File: config.mk
export PLATFORM = sky130hd
export DESIGN_NAME = shift_exec_stage
export DESIGN_NICKNAME = d
export VERILOG_FILES = /design/src/rtl/shift_pkg.sv /design/src/rtl/shift_core.sv /design/src/rtl/shift_exec_stage.sv
export SDC_FILE = /design/constraint.sdc
export NUM_CORES = 1
export LEC_CHECK = 0
export ABC_CLOCK_PERIOD_IN_PS = 4380
export CAP_MARGIN = 20
export CORE_UTILIZATION = 35
export DETAILED_ROUTE_END_ITERATION = 7
export GPL_ROUTABILITY_DRIVEN = 0
export PLACE_DENSITY = 0.54
export REMOVE_ABC_BUFFERS = 1
export SLEW_MARGIN = 20
export SYNTH_ARGS = -nofsm -noshare
export SYNTH_HDL_FRONTEND = slang
export SYNTH_SLANG_ARGS = --single-unit
File: constraint.sdc
create_clock -name clk -period 4.38 [get_ports clk]
set_input_delay 0.876 -clock clk [delete_from_list [all_inputs] [get_ports clk]]
set_output_delay 0.876 -clock clk [all_outputs]
set_load 0.03 [all_outputs]
File: src/rtl/shift_pkg.sv
// Opcode encodings, decoded-op struct and decoder for the shift execute stage.
// ASR decoding exists only when SHIFT_EXEC_ASR_EN is defined.
package shift_pkg;

   localparam int TAG_W = 5;

   localparam logic [2:0] OP_SHL = 3'b000;
   localparam logic [2:0] OP_SHR = 3'b001;
   localparam logic [2:0] OP_ROL = 3'b010;
   localparam logic [2:0] OP_ROR = 3'b011;
   localparam logic [2:0] OP_ASR = 3'b100;

   typedef struct packed {
      logic dir_right;
      logic is_rotate;
      logic is_arith;
      logic illegal;
   } dec_t;

   function automatic dec_t decode_op(input logic [2:0] op);
      dec_t d;
      d = '0;
      case (op)
         OP_SHL: d.illegal = 1'b0;
         OP_SHR: d.dir_right = 1'b1;
         OP_ROL: d.is_rotate = 1'b1;
         OP_ROR: begin
            d.dir_right = 1'b1;
            d.is_rotate = 1'b1;
         end
`ifdef SHIFT_EXEC_ASR_EN
         OP_ASR: begin
            d.dir_right = 1'b1;
            d.is_arith  = 1'b1;
         end
`endif
         default: d.illegal = 1'b1;
      endcase
      return d;
   endfunction

endpackage

File: src/rtl/shift_core.sv
// Combinational left shift/rotate with a fill bit for vacated positions and a
// carry output holding the last bit pushed past the top of the word.
module shift_core
   import shift_pkg::*;
#(
   parameter int WIDTH = 32,
   parameter int AMT_W = $clog2(WIDTH) + 1
) (
   input  logic [WIDTH-1:0] data_i,
   input  logic [AMT_W-1:0] amt_i,
   input  logic             rotate_i,
   input  logic             fill_i,
   output logic [WIDTH-1:0] result_o,
   output logic             carry_o
);

   localparam int LOG_W = $clog2(WIDTH);

   logic [WIDTH:0]     shlWide;
   logic [2*WIDTH-1:0] rotWide;
   logic [WIDTH-1:0]   fillMask;
   logic [WIDTH-1:0]   rotResult;
   logic [LOG_W-1:0]   rotAmt;

   // Shifts of WIDTH or more leave only fill; the extra top bit of shlWide
   // catches the outgoing bit for amounts 1..WIDTH.
   always_comb begin
      shlWide   = {1'b0, data_i} << amt_i;
      fillMask  = ~({WIDTH{1'b1}} << amt_i);
      rotAmt    = amt_i[LOG_W-1:0];
      rotWide   = {data_i, data_i} << rotAmt;
      rotResult = rotWide[2*WIDTH-1:WIDTH];
      if (rotate_i) begin
         result_o = rotResult;
         carry_o  = (rotAmt != '0) && rotResult[0];
      end else begin
         result_o = shlWide[WIDTH-1:0] | (fill_i ? fillMask : '0);
         if (amt_i == '0)
            carry_o = 1'b0;
         else if (amt_i > AMT_W'(WIDTH))
            carry_o = fill_i;
         else
            carry_o = shlWide[WIDTH];
      end
   end

endmodule

File: src/rtl/shift_exec_stage.sv
// Two-stage shift/rotate execute front end with valid/ready on both sides.
// Define SHIFT_EXEC_ASR_EN to enable arithmetic shift right (opcode 100).
module shift_exec_stage
   import shift_pkg::*;
#(
   parameter int WIDTH = 32,
   parameter int AMT_W = $clog2(WIDTH) + 1
) (
   input  logic             clk,
   input  logic             rst,
   input  logic             flush,
   input  logic             in_valid,
   output logic             in_ready,
   input  logic [2:0]       in_op,
   input  logic [WIDTH-1:0] in_data,
   input  logic [AMT_W-1:0] in_amt,
   input  logic [TAG_W-1:0] in_tag,
   output logic             out_valid,
   input  logic             out_ready,
   output logic [WIDTH-1:0] out_data,
   output logic             out_carry,
   output logic             out_zero,
   output logic             out_illegal,
   output logic [TAG_W-1:0] out_tag
);

   logic             s1_valid_q, s1_valid_d;
   dec_t             s1_dec_q, s1_dec_d;
   logic [WIDTH-1:0] s1_data_q, s1_data_d;
   logic [AMT_W-1:0] s1_amt_q, s1_amt_d;
   logic [TAG_W-1:0] s1_tag_q, s1_tag_d;

   logic             s2_valid_q, s2_valid_d;
   logic [WIDTH-1:0] s2_data_q, s2_data_d;
   logic             s2_carry_q, s2_carry_d;
   logic             s2_zero_q, s2_zero_d;
   logic             s2_illegal_q, s2_illegal_d;
   logic [TAG_W-1:0] s2_tag_q, s2_tag_d;

   logic             s2Adv, s1Adv, accept;
   logic [WIDTH-1:0] coreIn, coreOut, shifted, result;
   logic             coreFill, coreCarry, s1Illegal;

   always_comb begin
      s2Adv    = !s2_valid_q || out_ready;
      s1Adv    = s1_valid_q && s2Adv;
      in_ready = !s1_valid_q || s2Adv;
      accept   = in_valid && in_ready;
   end

`ifdef SHIFT_EXEC_ASR_EN
   always_comb begin
      coreFill  = s1_dec_q.is_arith & s1_data_q[WIDTH-1];
      s1Illegal = s1_dec_q.illegal;
   end
`else
   // Without sign-fill hardware an arithmetic op cannot be executed, so it is
   // folded into the illegal flag (the decoder never raises it in this build).
   always_comb begin
      coreFill  = 1'b0;
      s1Illegal = s1_dec_q.illegal | s1_dec_q.is_arith;
   end
`endif

   // Right-direction ops run through the left-only core bit-reversed.
   always_comb begin
      for (int i = 0; i < WIDTH; i++)
         coreIn[i] = s1_dec_q.dir_right ? s1_data_q[WIDTH-1-i] : s1_data_q[i];
   end

   shift_core #(
      .WIDTH (WIDTH),
      .AMT_W (AMT_W)
   ) u_core (
      .data_i   (coreIn),
      .amt_i    (s1_amt_q),
      .rotate_i (s1_dec_q.is_rotate),
      .fill_i   (coreFill),
      .result_o (coreOut),
      .carry_o  (coreCarry)
   );

   always_comb begin
      for (int i = 0; i < WIDTH; i++)
         shifted[i] = s1_dec_q.dir_right ? coreOut[WIDTH-1-i] : coreOut[i];
      result = s1Illegal ? s1_data_q : shifted;
   end

   // Flush wins over both accept and advance; data fields only move on a
   // transfer so stalled stages hold their contents.
   always_comb begin
      s1_valid_d   = s1_valid_q;
      s1_dec_d     = s1_dec_q;
      s1_data_d    = s1_data_q;
      s1_amt_d     = s1_amt_q;
      s1_tag_d     = s1_tag_q;
      s2_valid_d   = s2_valid_q;
      s2_data_d    = s2_data_q;
      s2_carry_d   = s2_carry_q;
      s2_zero_d    = s2_zero_q;
      s2_illegal_d = s2_illegal_q;
      s2_tag_d     = s2_tag_q;

      if (accept) begin
         s1_dec_d  = decode_op(in_op);
         s1_data_d = in_data;
         s1_amt_d  = in_amt;
         s1_tag_d  = in_tag;
      end
      if (flush)       s1_valid_d = 1'b0;
      else if (accept) s1_valid_d = 1'b1;
      else if (s1Adv)  s1_valid_d = 1'b0;

      if (s1Adv) begin
         s2_data_d    = result;
         s2_carry_d   = s1Illegal ? 1'b0 : coreCarry;
         s2_zero_d    = (result == '0);
         s2_illegal_d = s1Illegal;
         s2_tag_d     = s1_tag_q;
      end
      if (flush)      s2_valid_d = 1'b0;
      else if (s1Adv) s2_valid_d = 1'b1;
      else if (s2Adv) s2_valid_d = 1'b0;
   end

   always_ff @(posedge clk or posedge rst) begin
      if (rst) begin
         s1_valid_q   <= 1'b0;
         s1_dec_q     <= '0;
         s1_data_q    <= '0;
         s1_amt_q     <= '0;
         s1_tag_q     <= '0;
         s2_valid_q   <= 1'b0;
         s2_data_q    <= '0;
         s2_carry_q   <= 1'b0;
         s2_zero_q    <= 1'b0;
         s2_illegal_q <= 1'b0;
         s2_tag_q     <= '0;
      end else begin
         s1_valid_q   <= s1_valid_d;
         s1_dec_q     <= s1_dec_d;
         s1_data_q    <= s1_data_d;
         s1_amt_q     <= s1_amt_d;
         s1_tag_q     <= s1_tag_d;
         s2_valid_q   <= s2_valid_d;
         s2_data_q    <= s2_data_d;
         s2_carry_q   <= s2_carry_d;
         s2_zero_q    <= s2_zero_d;
         s2_illegal_q <= s2_illegal_d;
         s2_tag_q     <= s2_tag_d;
      end
   end

   always_comb begin
      out_valid   = s2_valid_q;
      out_data    = s2_data_q;
      out_carry   = s2_carry_q;
      out_zero    = s2_zero_q;
      out_illegal = s2_illegal_q;
      out_tag     = s2_tag_q;
   end

endmodule

After elaboration in Yosys (flattened, before gate mapping):

Cells that the tools add are included.
W data, S select, Z words.

* $lt $le $gt $ge: 1
* equal/unequal tests: 3
* muxes and demuxes: 79
* reductions and logical operators: 16
* shift-type cells: 2

Operators by type and width (count)
* $mux W1: 77
* $mux W32: 2
* $shl A64 B5 Y64: 1
* $shl A32 B6 Y33: 1
* $logic_not A32 Y1: 1
* $eq A3 B2 Y1 const B: 2
* $gt A6 B6 Y1 const B: 1
* $logic_not A6 Y1: 1
* $reduce_bool A3 Y1: 2
* $reduce_bool A5 Y1: 1
* $reduce_or A2 Y1: 2
* $reduce_or A4 Y1: 1
* $eq A3 B1 Y1 const B: 1
* $logic_and A1 B1 Y1: 3
* $logic_not A3 Y1: 1
* $logic_not A1 Y1: 2
* $logic_or A1 B1 Y1: 2

* word-level logic and storage cells: 114
* output and inout bits: 42
* register bits: 88
* input port bits: 51

Logic depth before layout (Yosys ltp):

Gate-level depths: netlist of the first run.

* depth after elaboration: 6
* depth in mapped cells: 14
* depth with buffers taken out: 10

Hierarchy:

Synthesis of the first run repeated with hierarchy kept, for this count alone.

* cells, all modules: 778
* area, all modules: 7549.7 um^2

By module, submodules not included
* shift_exec_stage: seq. area each 2202.1 um^2, area each 4396.7 um^2, cells each 358, times used 1
* shift_core: seq. area each 0.0 um^2, area each 3153.0 um^2, cells each 420, times used 1

Worst setup path before layout of the first run:

Ideal clock, no wire load.

* path kind: register to register
* from: register s1_dec_q[3] (netlist bit)
* to: register s2_zero_q, in the netlist out_zero
* arrival time: 3.051 ns
* buffers on the path: 2
* period minus slack after synthesis: 3.155 ns
* data required time: 4.277 ns
* path slack: 1.225 ns
* setup time: 0.103 ns
* cell stages (with the launch flop): 12
* path through: dfrtp_1 buf_6 buf_6 mux4_2 mux2_4 mux4_2 a2111oi_4 o2bb2ai_2 o21ai_2 nor4b_2 nand4_1 o41ai_2

* longest elaborated chain between the ends: 6
* elaborated cells on any way between the ends: 69
* those cells by class: shift (2); mux (66); reduce/logical (1)

RTL lines
* start, declared: RTL line shift_exec_stage.sv:28 `dec_t s1_dec_q, s1_dec_d;`
* start signal, assigned: RTL line shift_exec_stage.sv:129 `s1_dec_q <= '0;`
* start signal, assigned: RTL line shift_exec_stage.sv:141 `s1_dec_q <= s1_dec_d;`
* $mux W1: RTL line shift_exec_stage.sv:68 `coreIn[i] = s1_dec_q.dir_right ? s1_data_q[WIDTH-1-i] : s1_data_q[i];`
* $shl A32 B6 Y33 / $shl A64 B5 Y64 (equally long branches): RTL line shift_core.sv:28, shift_core.sv:31
* $mux W32: RTL line shift_core.sv:33 `if (rotate_i) begin`
* $mux W1: RTL line shift_exec_stage.sv:85 `shifted[i] = s1_dec_q.dir_right ? coreOut[WIDTH-1-i] : coreOut[i];`
* $mux W32 *: RTL line shift_exec_stage.sv:86 `result = s1Illegal ? s1_data_q : shifted;`
* $logic_not A32 Y1 *: RTL line shift_exec_stage.sv:117 `s2_zero_d = (result == '0);`
* end signal, assigned: RTL line shift_exec_stage.sv:148 `s2_zero_q <= s2_zero_d;`
* end, declared: RTL line shift_exec_stage.sv:36 `logic s2_zero_q, s2_zero_d;`

Mark *: on every way between the ends. The rest lies on a longest branch, timed or not.
A chain may end at the register's enable or synchronous reset.

Final worst setup path of the first run:

Ends and elaborated chain as after synthesis.

==> results.json, run 1 <==
{
  "status": "finished clean",
  "via_per_inst": 6.49,
  "max-clock-path-buffers": 2,
  "final_hold_viol_count": 0,
  "synthTopCellsByArea": "dfrtp_1, mux2_2, mux4_2, mux2i_1, nand2_1",
  "synthCells": 824,
  "end_kind": "register",
  "stdcell_area_sq_mm": 0.00918,
  "synth_top_cell_by_area": "dfrtp_1",
  "start_util": 0.360,
  "hp-class": "reg -> reg",
  "clock_latency_ps": 360,
  "drt_wl_total_um": 29000,
  "nets": 942,
  "cts_sinks": 88,
  "firstDrtPassIters": 6,
  "grt.busiest_layer": "met2",
  "synth_cell_types": 67,
  "fmax_mhz": 238,
  "core_area_sq_mm": 0.0212,
  "synth_commonest_cells": "nand2_1, dfrtp_1, mux2_2",
  "avgSynthCellArea_sq_um": 9.28,
  "yosys_register_bits": 88,
  "dpl.hpwl_um": 21400,
  "power_mw": 3.80,
  "grt.total_usage": 0.262,
  "setup_viol": 0,
  "cp.arrival_ps": 4470,
  "synth_top_cell_area_share": 0.288,
  "met1_usage": 0.359,
  "cts_tree": "yes",
  "syn_area_sq_mm": 0.00765,
  "grt_overflow": 0,
  "finish.utilization": 0.433,
  "clk_pin_slew_worst_paths_ps": 80,
  "async_reset_ff_frac": 1.00,
  "setup_tns_ps": 0,
  "use_met2": 0.385,
  "die_height_um": 150,
  "cp_max_fo": 43,
  "yosys.area_share.simple": 0.141,
  "dpl_cell_area_sq_mm": 0.00887,
  "start_kind": "register",
  "boundaryPins": 93,
  "diodes": 0,
  "rsz0062_at_grt": "no",
  "n_fill_cell": 2131,
  "drc": 0,
  "fin_crit_ps": 4210,
  "required_ps": 4640,
  "rows": 53,
  "cts_root_buf": "clkbuf_16",
  "finalCritPeriodShare": 0.960,
  "drive_gt1_frac": 0.201,
  "synth-seq-area-share": 0.288,
  "drtAntennaViolNets": 0,
  "antenna_found_initial": 0,
  "worst_pin_slew_ps": 1150,
  "synth_adder_area_share": 0,
  "drv_cap": 0,
  "final_max_slew_viol_count": 0,
  "wl_per_cell_um": 24.8,
  "whs_ps": 483,
  "synth_xor_area_frac": 0.00115,
  "synth_edf_count": 0,
  "ir_drop_mv": 0.247,
  "die_area_sq_mm": 0.0224,
  "yosys_most_used_dff": "dfrtp_1",
  "p_per_area_mw_per_mm2": 414,
  "grt_pass1_wl_um": 43800,
  "met3_usage": 0.0619,
  "ys_warn_count": 0,
  "post_cts_buffers": 0,
  "synth_compound_area_frac": 0.218,
  "path_class": "reg -> reg",
  "slew_headroom": 0.225,
  "muxShareOfSynthArea": 0.306,
  "numCtsBuffers": 9,
  "htree_levels": 3,
  "synth_top_family_by_area": "multiplexers",
  "clock_skew_ps": 15.7,
  "io_buffers": 92,
  "p_leak_nw": 3.53,
  "die_x_um": 150,
  "drt_iter0_drc": 1330,
  "grt_max_degree": 57,
  "grt_pass1_vias": 7019,
  "areaGrowthSynthToFinish_pct": 20.1,
  "yosysMostFrequentCell": "nand2_1",
  "num_vias": 7599
}
[metrics by stage]
stage	setup WS, ps	instances
2_1_floorplan	-630	755
3_3_place_gp	326	1155
3_5_place_dp	314	1155
4_1_cts	286	1171
5_1_grt	71.7	1171
6_report	173	1171
[area by class of cell]
| cell class | instances | area (sq um) | area share |
|---|---|---|---|
| inverters | 10 | 40.0 | 0.00436 |
| well taps | 275 | 344 | 0.0375 |
| repair buffers | 125 | 1180 | 0.129 |
| clock buffers | 9 | 225 | 0.0245 |
| clock inverters | 7 | 75.1 | 0.00818 |
| multi-input cells | 657 | 5110 | 0.556 |
| flip-flops and latches | 88 | 2210 | 0.240 |
[kinds of logic after synthesis]
group           Yosys count
mux                     182
simple gates            239
buf+inv                  79
xor+xnor                  1
compound gates          235
flops                    88
[sequential cells by signal, indices dropped and copies added, names as in the netlist]
register,count
out_zero,1
out_data,32
out_valid,1
out_carry,1
s1_dec_q,3
out_illegal,1
s1_data_q,32
s1_valid_q,1
out_tag,5
s1_tag_q,5
s1_amt_q,6
[layout by cell type, fill, tap and decap left out, types with 7 or more instances in the layout]
cell / n
a221oi_1: 7
a21oi_1: 29
a31oi_1: 7
mux4_2: 32
o21ai_0: 55
clkbuf_16: 9
o22ai_1: 21
a22o_1: 7
mux2_2: 81
buf_4: 32
a211oi_1: 17
nand2_1: 94
and2_1: 8
nand2b_1: 11
nor2_1: 61
mux2_1: 7
or3_1: 8
nor3_1: 18
dfrtp_1: 86
a22oi_1: 9
nand3_1: 14
clkdlybuf4s50_1: 92
mux2i_1: 60
[where the power goes]
part | internal [mW] | switching [mW]
Sequential | 0.947 | 0.165
Combinational | 0.772 | 1.12
Clock | 0.404 | 0.387
Total | 2.12 | 1.68
[per-layer routing]
metal,wire length (um),share of wire,vias up
li1,-,-,3302
met1,12100,0.42,3660
met2,12400,0.43,520
met3,3090,0.11,117
met4,1480,0.051,0
met5,0,0,-
[timing repair]
item	4_1_cts	5_1_grt
hold buffers	0	0
resized for setup	0	1
endpoints found under the setup margin	0	1
[worst max-delay path: stages (launching register included)]
cell and delay [ps]:
dfrtp_4 860, buf_12 280, mux2_2 370, mux4_2 470, mux2i_1 310, o21a_1 180
o22ai_1 230, or3_1 370, o21ai_0 240, nor4b_2 280, nand4_1 150, o41ai_2 340
[path summary, 6_finish.rpt]
check	from	to	cells after the start	slack [ps]
max reg2reg	s1_dec_q[3]$_DFFE_PP0P_	out_zero$_DFFE_PP0P_	11	170
max in group asynchronous	rst	s1_amt_q[2]$_DFFE_PP0P_	3	2610
min reg2reg	out_data[22]$_DFFE_PP0P_	out_data[22]$_DFFE_PP0P_	2	480
min in group asynchronous	rst	out_tag[3]$_DFFE_PP0P_	2	920
min	out_data[22]$_DFFE_PP0P_	out_data[22]$_DFFE_PP0P_	2	480
max	s1_dec_q[3]$_DFFE_PP0P_	out_zero$_DFFE_PP0P_	11	170
Note: power is estimated with default switching activity, not from simulation.
==> run 2, diff against run 1 <==
--- a/config.mk
+++ b/config.mk
@@ -10,6 +10,7 @@
 export CORE_UTILIZATION = 35
 export DETAILED_ROUTE_END_ITERATION = 7
 export GPL_ROUTABILITY_DRIVEN = 0
+export HOLD_SLACK_MARGIN = 0.1
 export PLACE_DENSITY = 0.54
 export REMOVE_ABC_BUFFERS = 1
 export SLEW_MARGIN = 20
==> results of run 2 <==
No change in the layout: final DEF, timing and power equal those of run 1.
